--- src/rtl/coef_loader.sv ---
// coef_loader: double-buffered coefficient loader for a 16-tap FIR filter.
//   Coefficient words are written into a shadow bank. When a frame ends
//   (wr_last) with all 16 taps received, the frame waits in PEND until the
//   next sample boundary (sample_en). At that point the shadow bank is copied
//   into the active bank that drives the filter taps. Taps never change
//   mid-sample. A frame that ends with missing taps is dropped and raises a
//   sticky load_err.
//
// Ports:
//   clk, rst_n          clock; asynchronous active-low reset
//   wr_valid/wr_ready   handshake for coefficient write words
//   wr_addr, wr_data    tap index 0..15 and signed coefficient value
//   wr_last             marks the final word of a coefficient frame
//   sample_en           one-cycle pulse at each filter sample boundary
//   coef[0:15]          active coefficient bank (registered outputs)
//   coef_valid          active bank holds a committed or default set
//   load_err            sticky: a frame ended with missing taps
//   frame_cnt           committed-frame counter (wraps at 256)
//
// Build option: define COEF_LOADER_IDENTITY_EN to reset the active bank to a
//   pass-through filter (coef[0]=16'h7FFF, all other taps 0, coef_valid=1).
module coef_loader (
  input  logic               clk,
  input  logic               rst_n,
  input  logic               wr_valid,
  output logic               wr_ready,
  input  logic [3:0]         wr_addr,
  input  logic signed [15:0] wr_data,
  input  logic               wr_last,
  input  logic               sample_en,
  output logic signed [15:0] coef [16],
  output logic               coef_valid,
  output logic               load_err,
  output logic [7:0]         frame_cnt
);

  typedef enum logic [1:0] {IDLE, LOAD, PEND} state_e;

  state_e             state_q, state_d;
  logic [15:0]        mask_q, mask_d;
  logic signed [15:0] shadow_q [16];
  logic signed [15:0] active_q [16];
  logic               coef_valid_q;
  logic               load_err_q;
  logic [7:0]         frame_cnt_q;

  logic               accept;
  logic               err_set;
  logic               commit;
  logic [15:0]        mask_new;

  // Next-state and control
  always_comb begin
    state_d  = state_q;
    mask_d   = mask_q;
    err_set  = 1'b0;
    commit   = 1'b0;
    wr_ready = (state_q != PEND);
    accept   = wr_valid & wr_ready;
    mask_new = mask_q | (16'd1 << wr_addr);

    case (state_q)
      IDLE, LOAD: begin
        if (accept) begin
          mask_d  = mask_new;
          state_d = LOAD;
          if (wr_last) begin
            if (&mask_new) begin
              state_d = PEND;
            end else begin
              // Incomplete frame: drop it, active bank untouched.
              err_set = 1'b1;
              mask_d  = '0;
              state_d = IDLE;
            end
          end
        end
      end
      PEND: begin
        if (sample_en) begin
          commit  = 1'b1;
          mask_d  = '0;
          state_d = IDLE;
        end
      end
      default: state_d = IDLE;
    endcase
  end

  // Control registers
  always_ff @(posedge clk or negedge rst_n) begin
    if (!rst_n) begin
      state_q     <= IDLE;
      mask_q      <= '0;
      load_err_q  <= 1'b0;
      frame_cnt_q <= '0;
`ifdef COEF_LOADER_IDENTITY_EN
      coef_valid_q <= 1'b1;
`else
      coef_valid_q <= 1'b0;
`endif
    end else begin
      state_q <= state_d;
      mask_q  <= mask_d;
      if (err_set) begin
        load_err_q <= 1'b1;
      end
      if (commit) begin
        coef_valid_q <= 1'b1;
        frame_cnt_q  <= frame_cnt_q + 8'd1;
      end
    end
  end

  // Shadow bank: written on every accepted word, including words of a frame
  // that later turns out incomplete (the mask, not the data, gates a commit).
  always_ff @(posedge clk or negedge rst_n) begin
    if (!rst_n) begin
      shadow_q <= '{default: '0};
    end else if (accept) begin
      shadow_q[wr_addr] <= wr_data;
    end
  end

  // Active bank: changes only on commit or reset.
  always_ff @(posedge clk or negedge rst_n) begin
    if (!rst_n) begin
`ifdef COEF_LOADER_IDENTITY_EN
      active_q <= '{0: 16'sh7FFF, default: '0};
`else
      active_q <= '{default: '0};
`endif
    end else if (commit) begin
      active_q <= shadow_q;
    end
  end

  assign coef       = active_q;
  assign coef_valid = coef_valid_q;
  assign load_err   = load_err_q;
  assign frame_cnt  = frame_cnt_q;

endmodule

--- config.mk ---
export PLATFORM = sky130hd
export DESIGN_NAME = coef_loader
export DESIGN_NICKNAME = d
export VERILOG_FILES = /design/src/rtl/coef_loader.sv
export SDC_FILE = /design/constraint.sdc
export NUM_CORES = 1
export LEC_CHECK = 0
export BUFFER_PORTS_ARGS = -buffer_cell sky130_fd_sc_hd__buf_2
export CAP_MARGIN = 20
export CORE_ASPECT_RATIO = 1.2
export CORE_MARGIN = 3
export CORE_UTILIZATION = 51
export CTS_BUF_LIST = sky130_fd_sc_hd__clkbuf_16
export DETAILED_ROUTE_END_ITERATION = 12
export HOLD_SLACK_MARGIN = 0.12
export PLACE_DENSITY = 0.75
export SETUP_SLACK_MARGIN = 0.05
export SKIP_LAST_GASP = 1
export SYNTH_ARGS = -nofsm -noshare
export SYNTH_HDL_FRONTEND = slang
export SYNTH_SLANG_ARGS = --single-unit
export TNS_END_PERCENT = 30
--- constraint.sdc ---
create_clock -name clk -period 1.8 [get_ports clk]
set_input_delay 0.36 -clock clk [delete_from_list [all_inputs] [get_ports clk]]
set_output_delay 0.36 -clock clk [all_outputs]
set_load 0.02 [all_outputs]
After elaboration in Yosys (flattened, before gate mapping)
Index checks and enable logic that the tools add are counted.
Storage, ports and cells
  register bits: 540
  output and inout bits: 267
Cells by class
  $add $sub $neg: 1
  magnitude comparators: 2
  bitwise operators: 3
  reduce and logical (&&, ||, !) cells: 7
  equality and inequality tests: 5
  muxes and demuxes: 19
  shifts and indexed selects: 1
Operators by type and width (count)
  $bwmux W256: 1
  $mux W16: 5
  $demux W16 S4: 1
  $pmux W16 S2: 1
  $or A16 B16 Y16: 1
  $reduce_and A16 Y1: 1
  $shl A1 B4 Y16 const A: 1
  $add A8 B1 Y8 const B: 1
  $mux W2: 4
  $mux W1: 6
  $ne A2 B2 Y1 const B: 3
  $ge A5 B5 Y1 const B: 1
  $lt A5 B1 Y1 const B: 1
  $not A4 Y5: 1
  $pmux W2 S2: 1
  $reduce_and A3 Y1: 1
  $eq A2 B1 Y1 const B: 1
  $eq A2 B2 Y1 const B: 1
  $logic_not A2 Y1: 1
  $reduce_and A2 Y1: 1
  $reduce_bool A2 Y1: 1
  $reduce_or A2 Y1: 1
  $and A1 B1 Y1: 1
  $logic_and A1 B1 Y1: 1

Longest topological paths before layout
Gate-level depths: netlist of the first run.
  depth after elaboration: 7
  mapped depth: 8

Worst setup path after synthesis of the first run
Ideal clock, no wire load.
  path kind: reg-to-reg
  from: register state_q[1]
  to: register shadow_q[101] in the netlist's numbering
  data arrival time: 1.839 ns
  clock period less this slack: 1.964 ns
  stages on the path, launching flop included: 8
  setup slack: -0.164 ns
  cells stage by stage: dfrtp_1 > nand2b_1 > nand2_1 > nor2_1 > and2_1 > buf_2 > buf_2 > mux2_2
Between the ends
  word-level cells in the longest chain between the ends: 2
RTL lines
  from (decl): RTL line 39  | state_e state_q, state_d;
  from (signal assigned): RTL line 103  | state_q <= state_d;
  $ne A2 B2 Y1: RTL line 58  | wr_ready = (state_q != PEND);
  net wr_ready: RTL line 26  | output logic wr_ready,
  $and A1 B1 Y1: RTL line 59  | accept = wr_valid & wr_ready;
  to (signal, indexed assignment): RTL line 121  | shadow_q[wr_addr] <= wr_data;
  to (decl): RTL line 41  | logic signed [15:0] shadow_q [16];
The timed path passes the listed nets, and every way through them passes these cells.
A chain may end at the register's enable or synchronous reset.

Worst setup path in the final report of the first run
  from: register mask_q[12]
  to: register load_err_q, in the netlist load_err
Between the ends
  word-level cells in the longest chain between the ends: 6
RTL lines
  from (decl): RTL line 40  | logic [15:0] mask_q, mask_d;
  from (signal assigned): RTL line 104  | mask_q <= mask_d;
  $or A16 B16 Y16: RTL line 60  | mask_new = mask_q | (16'd1 << wr_addr);
  $reduce_and A16 Y1: RTL line 68  | if (&mask_new) begin
  $mux W1: RTL line 68
  $mux W1: RTL line 67  | if (wr_last) begin
  $mux W1: RTL line 64  | if (accept) begin
  $mux W1: RTL line 62  | case (state_q)
  to (signal assigned): RTL line 95  | load_err_q <= 1'b0;
  to (signal assigned): RTL line 106  | load_err_q <= 1'b1;
  to (decl): RTL line 44  | logic load_err_q;
No other way between the ends.

==> run summary, run 1 <==
Initial antenna violation count: 1
Final Util: 0.6291
Die H: 227.0 µm
Number of max-cap violations: 0
Fin. max-slew vios: 0
Final hold vios: 0
HP Class: input pin to flop
Via count: 14458
Worst slew pin tran: 0.5950 ns
Dominant cells by area after synthesis: dfrtp_1 65%, nand2_1 15%, mux2_2 14%
EDFF count, synth: 0
Routed wire length: 52.10 mm
Multi-input logic area: 0.006840 mm²
Final clock skew: 0.01886 ns
Most frequent cell after synthesis: nand2_1
Drt drc: 0
Average wire per standard cell: 19.11 µm
Synth async-reset ratio: 1.000
Crit path required time: 2.24 ns
Worst skew pair latency: 0.57 ns
Setup crit end kind: flop
Buffers on Ports: 291
TritonRoute pass-1 iters: 5
Yosys top cell area share: 0.6513
Post-route ant nets: 0
Final Instance Area: 0.02513 mm²
Clock Pin Slew Worst Setup and Hold Paths: 0.06 ns
Core ar.: 0.03994 mm²
Startpoint Class: flop
DRT iter0 DRCs: 946
YS warnings: 0
Rows: 80
Fmax: 535.8 MHz
Die width: 190.1 µm
Total CTS buffers: 51
Layout area overhead: 21.10%
Die Area: 0.04315 mm²
Yosys reg bits: 540
Critical path peak fanout: 2
CTS tree: built
Count of cell types in the netlist: 39
Layout cell share with drive strength beyond 1: 0.3315
Failing checks: negative setup slack
Period Utilization, post-route: 1.037
RSZ-0062 raised after global routing: yes
Overflow after GRT: 0
Crit path time final: 1.866 ns
Max rail drop VDD: 801.2 µV
IO Count: 292
Post-Syn Area: 0.02075 mm²
Global-route wire length before repair: 81.38 mm
Via/cell ratio: 5.304
Initial Util: 0.5195
Post-synthesis sequential area ratio: 0.6513
Relative slew slack: 0.6033
Clock sink count: 540
DP Area: 0.02344 mm²
Largest net degree at the start of global routing: 84
Status: finished with violations
Overall routing resource usage: 0.2402
Syn Area/Cell: 11.30 µm²
Pwr Density: 1058 mW/mm²
Root buffer cell: clkbuf_16
Overall power: 26.59 mW
Final TNS setup: -0.6392 ns
Worst EP arrival: 2.30 ns
Clk buf depth: 3
Setup violations, final: 17
Synthesized netlist cell count: 1836
Vias in the first global route: 14677
Leak Pwr: 13.64 nW
CP Class: flop to flop
Dpl ws: -0.2793 ns
Top_reg_cell synth: dfrtp_1
Fill cells: 3073
Post-synth top area cell: dfrtp_1
Htree depth: 2
DP Wirelength: 34.01 mm
Final nets: 2178
Commonest cells post-synth: 812 x nand2_1, 540 x dfrtp_1, 256 x mux2_2
Setup WS post-layout: -0.06631 ns
Net Count, Synth: 1862
Register area: 0.01351 mm²
Routability cong.: 0.8582
[report_power, final]
part / switching, mW / internal, mW / leakage [nW]
clock: 4.50 / 5.59 / 0.795
combinational: 0.945 / 1.23 / 5.75
sequential: 0.760 / 13.6 / 7.10
total: 6.21 / 20.4 / 13.6
[worst paths after layout]
| path | from | end | slack (ns) | depth (start not counted) |
|---|---|---|---|---|
| setup reg to reg | mask_q[12] | load_err | -0.07 | 7 |
| hold / removal | wr_valid | state_q[0] | 0.15 | 3 |
| max in group asynchronous | rst_n | shadow_q[180] | 0.76 | 4 |
| setup / recovery | mask_q[12] | load_err | -0.07 | 7 |
| min in group asynchronous | rst_n | shadow_q[98] | 0.23 | 2 |
| hold reg to reg | shadow_q[18] | coef[18] | 0.45 | 2 |
[sequential cells by signal, summed over array words and instances, names as in the netlist]
| register | flops |
|---|---|
| coef_valid | 1 |
| shadow_q | 256 |
| state_q | 2 |
| load_err | 1 |
| mask_q | 16 |
| frame_cnt | 8 |
| coef | 256 |
[layout by cell type (no fill, tap or decap), types with 3 or more instances in the layout]
| cell | count |
|---|---|
| mux2i_1 | 3 |
| nor3b_1 | 6 |
| nand4_1 | 4 |
| nor3_1 | 16 |
| and2_4 | 4 |
| inv_1 | 9 |
| or4b_1 | 3 |
| bufinv_16 | 3 |
| buf_12 | 36 |
| nor2b_1 | 3 |
| clkinvlp_4 | 3 |
| clkinv_2 | 13 |
| buf_4 | 40 |
| nand2_1 | 810 |
| dfrtp_1 | 540 |
| nand3_1 | 3 |
| buf_2 | 290 |
| dlygate4sd3_1 | 3 |
| o21ai_0 | 3 |
| and3b_1 | 5 |
| clkbuf_16 | 51 |
| diode_2 | 3 |
| nor2_1 | 4 |
| and3_1 | 3 |
| clkinv_1 | 11 |
| a21oi_1 | 16 |
| o22ai_1 | 3 |
| o22ai_2 | 13 |
| xnor2_1 | 6 |
| mux2_2 | 256 |
[metrics by stage]
stage | hold slack (ns) | cells
4_1_cts | 0.1369 | 2720
3_3_place_gp | 0.2187 | 2626
3_5_place_dp | 0.2202 | 2626
5_1_grt | 0.1657 | 2724
2_1_floorplan | 0.06441 | 1836
6_report | 0.1522 | 2726
[cells by family after synthesis]
logic type	after synthesis	share of synthesized area
compound gates	42	0.01556
xor+xnor	7	0.002955
fa+ha+maj	1	0.0006029
buf+inv	111	0.02243
flops	540	0.6513
mux	259	0.1404
simple gates	876	0.1668
[layer usage]
| metal | routed length (µm) | track usage |
|---|---|---|
| met1 | 21120 | 0.3156 |
| met2 | 26570 | 0.4183 |
| met3 | 2950 | 0.03481 |
| met4 | 1465 | 0.07323 |
| met5 | 0 | 0 |
[final cells by class]
cell class,count,share of cell area
clock buffers,51,0.05079
multi-input cells,1186,0.2722
flip-flops and latches,540,0.5378
inverters,2,0.0002988
repair buffers,371,0.1006
clock inverters,40,0.01140
diodes,3,0.0002988
well taps,533,0.02654
[critical path, cell delays in order, from the launching register on]
cell and delay [ns]:
dfrtp_1 0.37, mux2i_1 0.08, or4b_1 0.47, a222oi_1 0.33, buf_4 0.19, nand2_4 0.06
buf_6 0.13, a2bb2oi_1 0.13
[timing repair]
item / CTS / global route
cloned: 0 / 1
pin swaps: 1 / 3
hold buffers: 3 / 0
endpoints found under the hold margin: 313 / 0
buffers inserted: 0 / 2
setup endpoints to repair: 36 / 195
resized for setup: 2 / 13
Note: power is estimated with default switching activity, not from simulation.
==> inputs of run 2 (changes only) <==
--- a/config.mk
+++ b/config.mk
@@ -5,6 +5,7 @@
 export SDC_FILE = /design/constraint.sdc
 export NUM_CORES = 1
 export LEC_CHECK = 0
+export ABC_AREA = 1
 export BUFFER_PORTS_ARGS = -buffer_cell sky130_fd_sc_hd__buf_2
 export CAP_MARGIN = 20
 export CORE_ASPECT_RATIO = 1.2
==> run summary, run 2 <==
Post-synth top area cell: dfrtp_1
Synth async-reset ratio: 1.000 (unchanged)
Period Utilization, post-route: 0.9624 (-0.07442)
Crit path time final: 1.732 ns (-0.1340 ns)
Setup slack, reg-to-reg: 0.13 ns (+0.20 ns)
Initial Util: 0.5180 (-0.001494)
Post-Syn Area: 0.02017 mm² (-2.8%)
Layout area overhead: 20.71%
Largest net degree at the start of global routing: 87 (+3.6%)
YS warnings: 0 (unchanged)
Most frequent cells in the layout: 1139 x nand2_1, 540 x dfrtp_1, 290 x buf_2, 257 x o21ai_0, 64 x inv_1
Setup WS post-layout: 0.06765 ns (+0.1340 ns)
Main combinational cell family by area after synthesis: simple AND/OR/NAND/NOR gates
Reg2reg start: state_q[1]
DP Wirelength: 34.00 mm (about the same)
Max rail drop VDD: 733.5 µV (-8.5%)
Rows: 79 (-1.3%)
Fin. max-slew vios: 0 (unchanged)
IO Count: 292 (unchanged)
Final nets: 2518 (+16%)
CP Class: flop to primary output
Count of cell types in the netlist: 20 (-49%)
Initial antenna violation count: 5 (+4)
Via/cell ratio: 5.200 (-2.0%)
Hold EP: load_err
Worst EP arrival: 1.37 ns (-0.93 ns)
Routed wire length: 54.23 mm (+4.1%)
Fill cells: 3232 (+5.2%)
Placed Cells: 2959 (+13%)
Commonest non-fill, non-tap cell in the layout: nand2_1
Status: complete, no violations
Adder-cell share of the synthesized area: 0.0006202 (+0.00001717)
Final clock skew: 0.02077 ns (+0.001916 ns)
Final Instance Area: 0.02435 mm² (-3.1%)
Most frequent cell after synthesis: nand2_1
Clk buf depth: 3 (unchanged)
Commonest cells post-synth: 1140 x nand2_1, 540 x dfrtp_1, 257 x o21ai_0
TritonRoute pass-1 iters: 7 (+2)
Fmax: 577.2 MHz (+7.7%)
Root buffer cell: clkbuf_16
Number of max-cap violations: 0 (unchanged)
Pwr Density: 1078 mW/mm² (+1.9%)
Yosys reg bits: 540 (unchanged)
Average wire per standard cell: 17.72 µm (-7.3%)
Total CTS buffers: 51 (unchanged)
Drt drc: 0 (unchanged)
Setup crit end kind: primary output
Overflow after GRT: 0 (unchanged)
Layout Cells excl Fill: 3061 (+12%)
Final Util: 0.6253 (-0.003838)
Routability cong.: 0.8299 (-3.3%)
Overall routing resource usage: 0.2588 (+0.01857)
RSZ-0062 raised after global routing: yes
Buffers on Ports: 291 (unchanged)
EDFF count, synth: 0 (unchanged)
Layout cell share with drive strength beyond 1: 0.1754 (-0.1562)
CTS tree: built
Worst hold stages: 5 (+2)
Via count: 15916 (+10%)
DP Area: 0.02271 mm² (-3.1%)
Post-route ant nets: 0 (unchanged)
Setup violations, final: 0 (-17)
Post-synthesis compound-gate area fraction: 0.06648 (+0.05093)
Die H: 223.9 µm (-1.4%)
Dominant cells by area after synthesis: dfrtp_1 67%, nand2_1 21%, o21ai_0 6.4%
Syn Area/Cell: 9.195 µm² (-19%)
Core ar.: 0.03894 mm² (-2.5%)
FF-to-FF End: state_q[0]
Worst slew pin tran: 0.6538 ns (+0.05878 ns)
DRT iter0 DRCs: 1265 (+34%)
Synth Area in XOR/XNOR: 0.002605 (-0.0003500)
Worst skew pair latency: 0.58 ns (about the same)
Synthesized netlist cell count: 2194 (+19%)
Clock Pin Slew Worst Setup and Hold Paths: 0.06 ns (about the same)
Die width: 187.6 µm (-1.3%)
Global-route wire length before repair: 86.45 mm (+6.2%)
Post-synthesis sequential area ratio: 0.6698 (+0.01854)
Post-synthesis mux area share: 0 (-0.1404)
Cell depth of the worst flop-to-flop path: 4 (-3)
Dpl ws: -0.002294 ns (+0.2770 ns)
HP Class: input pin to flop
Critical path peak fanout: 3 (+1)
Leak Pwr: 13.86 nW (+1.6%)
Top_reg_cell synth: dfrtp_1
Die Area: 0.04199 mm² (-2.7%)
Clock sink count: 540 (unchanged)
Net Count, Synth: 2220 (+19%)
Startpoint Class: flop
Crit path required time: 1.44 ns (-0.80 ns)
Yosys top cell area share: 0.6698 (+0.01854)
Relative slew slack: 0.5637 (-0.03965)
Synth Area in Simple Gates: 0.2246 (+0.05777)
HP Start: wr_valid
Vias in the first global route: 15778 (+7.5%)
Htree depth: 2 (unchanged)
Overall power: 26.26 mW (-1.3%)
Final hold vios: 0 (unchanged)
==> run 2: worst max-delay path, stage by stage (launching register included) <==
cell	delay [ns]
dfrtp_1	0.38
inv_1	0.11
nor2_4	0.06
inv_1	0.07
buf_2	0.18
==> run 2: power by group <==
| group | switching (mW) | internal, mW |
|---|---|---|
| Combinational | 1.23 | 0.733 |
| Sequential | 0.760 | 13.4 |
| Clock | 4.57 | 5.53 |
| Total | 6.56 | 19.7 |
==> run 2: worst max path at each step <==
stage               slack (ns)        from  depth (start not counted)            end
finish                    0.07  state_q[1]                          4       wr_ready
global route             -0.04  state_q[1]                          4     state_q[0]
CTS                       0.03  state_q[0]                          3       wr_ready
detailed placement      -0.002  wr_addr[3]                         12      mask_q[9]
global placement         -0.01  wr_addr[3]                         12      mask_q[6]
floorplan                 0.23  state_q[1]                          8  shadow_q[193]
==> run 2: cell type report <==
class	instances	area [µm²]	area share
Antenna cell	3	7.507	0.0003083
Clock buffer	52	1301	0.05343
Clock inverter	41	251.5	0.01033
Inverter	59	229.0	0.009402
Multi-Input combinational cell	1471	5954	0.2445
Sequential cell	540	13510	0.5549
Tap cell	526	658.1	0.02703
Timing Repair Buffer	369	2437	0.1001
==> run 2: per-stage QoR <==
| stage | TNS [ns] | hold slack (ns) |
|---|---|---|
| after detailed placement | -0.002294 | 0.3064 |
| after global routing | -0.04456 | 0.2987 |
| after global placement | -0.04975 | 0.3076 |
| final | 0 | 0.2768 |
| after CTS | 0 | 0.2505 |
| after floorplan | 0 | 0.06441 |
==> run 2: cell families (layout without fill, tap and decap cells) <==
group / Yosys count / in the layout
other cells: 0 / 3
fa+ha+maj: 1 / 1
simple gates: 1197 / 1197
buf+inv: 183 / 521
xor+xnor: 6 / 6
compound gates: 267 / 267
flops: 540 / 540
==> run 2: layer usage <==
metal  track usage  part of all wire  vias to the layer above
met1        0.3585              0.42                     7762
met4       0.09637             0.038                        4
met2        0.4124              0.47                      632
li1              -                 -                     7397
met3       0.05040             0.074                      121
met5             0           0.00041                        -
==> run 2: what timing repair did <==
action,CTS,global route
gates resized for setup,2,3
setup buffers,0,0
endpoints found under the setup margin,52,67
hold buffers,6,0
hold endpoints to repair,134,0
==> inputs of run 3 (changes only) <==
--- a/config.mk
+++ b/config.mk
@@ -7,14 +7,13 @@
 export LEC_CHECK = 0
 export ABC_AREA = 1
 export BUFFER_PORTS_ARGS = -buffer_cell sky130_fd_sc_hd__buf_2
-export CAP_MARGIN = 20
 export CORE_ASPECT_RATIO = 1.2
 export CORE_MARGIN = 3
 export CORE_UTILIZATION = 51
 export CTS_BUF_LIST = sky130_fd_sc_hd__clkbuf_16
 export DETAILED_ROUTE_END_ITERATION = 12
 export HOLD_SLACK_MARGIN = 0.12
-export PLACE_DENSITY = 0.75
+export PLACE_DENSITY = 0.72
 export SETUP_SLACK_MARGIN = 0.05
 export SKIP_LAST_GASP = 1
 export SYNTH_ARGS = -nofsm -noshare
==> run summary, run 3 (same netlist as run 2, synthesis figures left out) <==
Startpoint Class: flop
Initial Util: 0.5180 (unchanged)
Max rail drop VDD: 713.6 µV (-2.7%)
Vias in the first global route: 15579 (-1.3%)
Buffers on Ports: 291 (unchanged)
Routability cong.: 0.9248 (+11%)
Setup slack, reg-to-reg: 0.16 ns (+0.03 ns)
Via/cell ratio: 5.170 (-0.56%)
Fill cells: 3353 (+3.7%)
Rows: 79 (unchanged)
IO Count: 292 (unchanged)
Worst EP arrival: 1.36 ns (about the same)
TritonRoute pass-1 iters: 5 (-2)
Die Area: 0.04199 mm² (unchanged)
Dpl ws: -0.05489 ns (-0.05259 ns)
Overall power: 25.99 mW (-1.0%)
Final nets: 2523 (+0.20%)
Initial antenna violation count: 4 (-1)
DP Wirelength: 33.84 mm (-0.47%)
Layout cell share with drive strength beyond 1: 0.1754 (about the same)
Worst slew pin tran: 0.6052 ns (-0.04857 ns)
Total CTS buffers: 51 (unchanged)
Leak Pwr: 13.87 nW (about the same)
Clk buf depth: 3 (unchanged)
Period Utilization, post-route: 0.9556 (-0.006807)
Worst stage delay on the critical path: 0.41 ns (+0.03 ns)
Pwr Density: 1070 mW/mm² (-0.80%)
Global-route wire length before repair: 85.06 mm (-1.6%)
Average wire per standard cell: 17.69 µm (-0.18%)
Setup crit end kind: primary output
Setup violations, final: 0 (unchanged)
Post-CTS Setup Inserts: 0 (unchanged)
Fmax: 581.4 MHz (+0.71%)
Commonest non-fill, non-tap cell in the layout: nand2_1
Root buffer cell: clkbuf_16
Post-route ant nets: 0 (unchanged)
Die H: 223.9 µm (unchanged)
RSZ-0062 raised after global routing: yes
Status: complete, no violations
Via count: 15837 (-0.50%)
Final hold vios: 0 (unchanged)
Worst skew pair latency: 0.58 ns (about the same)
Overflow after GRT: 0 (unchanged)
HP Class: input pin to async pin
Die width: 187.6 µm (unchanged)
Crit path time final: 1.720 ns (-0.01225 ns)
Routed wire length: 54.17 mm (-0.11%)
WP buf/inv: 2 (-1)
Diode count: 0 (-3)
CP Class: flop to primary output
Critical path peak fanout: 3 (unchanged)
Fin. max-slew vios: 0 (unchanged)
Worst-path cell chain: nor2_4, inv_2, buf_6
Clock sink count: 540 (unchanged)
Clock Pin Slew Worst Setup and Hold Paths: 0.06 ns (about the same)
Number of max-cap violations: 0 (unchanged)
Setup WS post-layout: 0.07990 ns (+0.01225 ns)
Htree depth: 2 (unchanged)
Largest net degree at the start of global routing: 128 (+47%)
Drt drc: 0 (unchanged)
Slowest cell on crit path: dfrtp_1
DRT iter0 DRCs: 1377 (+8.9%)
Crit path required time: 1.44 ns (about the same)
CTS tree: built
Final clock skew: 0.02137 ns (+0.0006019 ns)
Relative slew slack: 0.5965 (+0.03285)
Hold WS: 0.2316 ns (-0.04521 ns)
Placed Cells: 2964 (+0.17%)
Overall routing resource usage: 0.2555 (-0.003336)
Delay-heaviest family, CP: flip-flops
Layout area overhead: 20.44%
Layout Cells excl Fill: 3063 (+0.065%)
Most frequent cells in the layout: 1139 x nand2_1, 540 x dfrtp_1, 289 x buf_2, 257 x o21ai_0, 68 x inv_1
Core ar.: 0.03894 mm² (unchanged)
==> run 3: cell types whose count changed in the layout (fill, tap and decap cells not counted), moves of 2 or more <==
cell | previous run | this run
inv_1 | 64 | 68
buf_4 | 41 | 53
clkinv_2 | 11 | 7
diode_2 | 3 | 0
clkinv_4 | 0 | 2
buf_12 | 29 | 22
inv_6 | 3 | 1
==> run 3: layout make-up <==
type / instances / area (µm²) / share of cell area
Multi-Input combinational cell: 1471 / 5952 / 0.2450
Inverter: 59 / 229.0 / 0.009423
Tap cell: 526 / 658.1 / 0.02709
Clock buffer: 52 / 1301 / 0.05355
Sequential cell: 540 / 13510 / 0.5561
Timing Repair Buffer: 374 / 2425 / 0.09979
Clock inverter: 41 / 220.2 / 0.009063
==> run 3: what timing repair did <==
| item | in CTS | in global routing |
|---|---|---|
| gates resized for setup | 5 | 2 |
| hold endpoints to repair | 401 | 0 |
| gates cloned | 0 | 1 |
| hold buffers | 5 | 0 |
| endpoints found under the setup margin | 38 | 38 |
| pin swaps | 1 | 1 |
==> run 3: path summary, 6_finish.rpt <==
path	from	endpoint	depth (start not counted)
max reg2reg	state_q[0]	mask_q[9]	8
min reg2reg	shadow_q[30]	coef[30]	2
max in group asynchronous	rst_n	shadow_q[252]	3
min in group clk	wr_data[11]	shadow_q[59]	3
max	state_q[0]	wr_ready	3
min	rst_n	coef[53]	2
==> run 3: worst reg2reg max path, stage by stage (launching register included) <==
cell and delay [ns]:
dfrtp_1 0.41, nor2_4 0.17, nand2_4 0.16, inv_8 0.17, buf_16 0.20, nor2_1 0.06
buf_4 0.19, nand2_1 0.08, nand2_1 0.06
==> run 3: where the power goes <==
| part | switching [mW] | internal [mW] | total, mW |
|---|---|---|---|
| clock | 4.48 | 5.37 | 9.85 |
| sequential | 0.752 | 13.4 | 14.2 |
| combinational | 1.23 | 0.728 | 1.95 |
| total | 6.46 | 19.5 | 26.0 |
==> run 3: metrics by stage <==
stage / setup TNS (ns) / instance area [µm²] / util
after detailed placement: -0.6270 / 22680 / 0.5823
after global routing: 0 / 24300 / 0.6239
after CTS: 0 / 24260 / 0.6230
after floorplan: 0 / 20170 / -
after global placement: 0 / 22680 / 0.5823
final: 0 / 24300 / 0.6239
==> run 3: layer usage <==
layer,routed length [µm],global-route usage,vias to the layer above
met1,23150,0.3601,7736
met4,2004,0.09201,6
li1,-,-,7385
met5,49,0,-
met3,3615,0.03850,122
met2,25350,0.4099,588
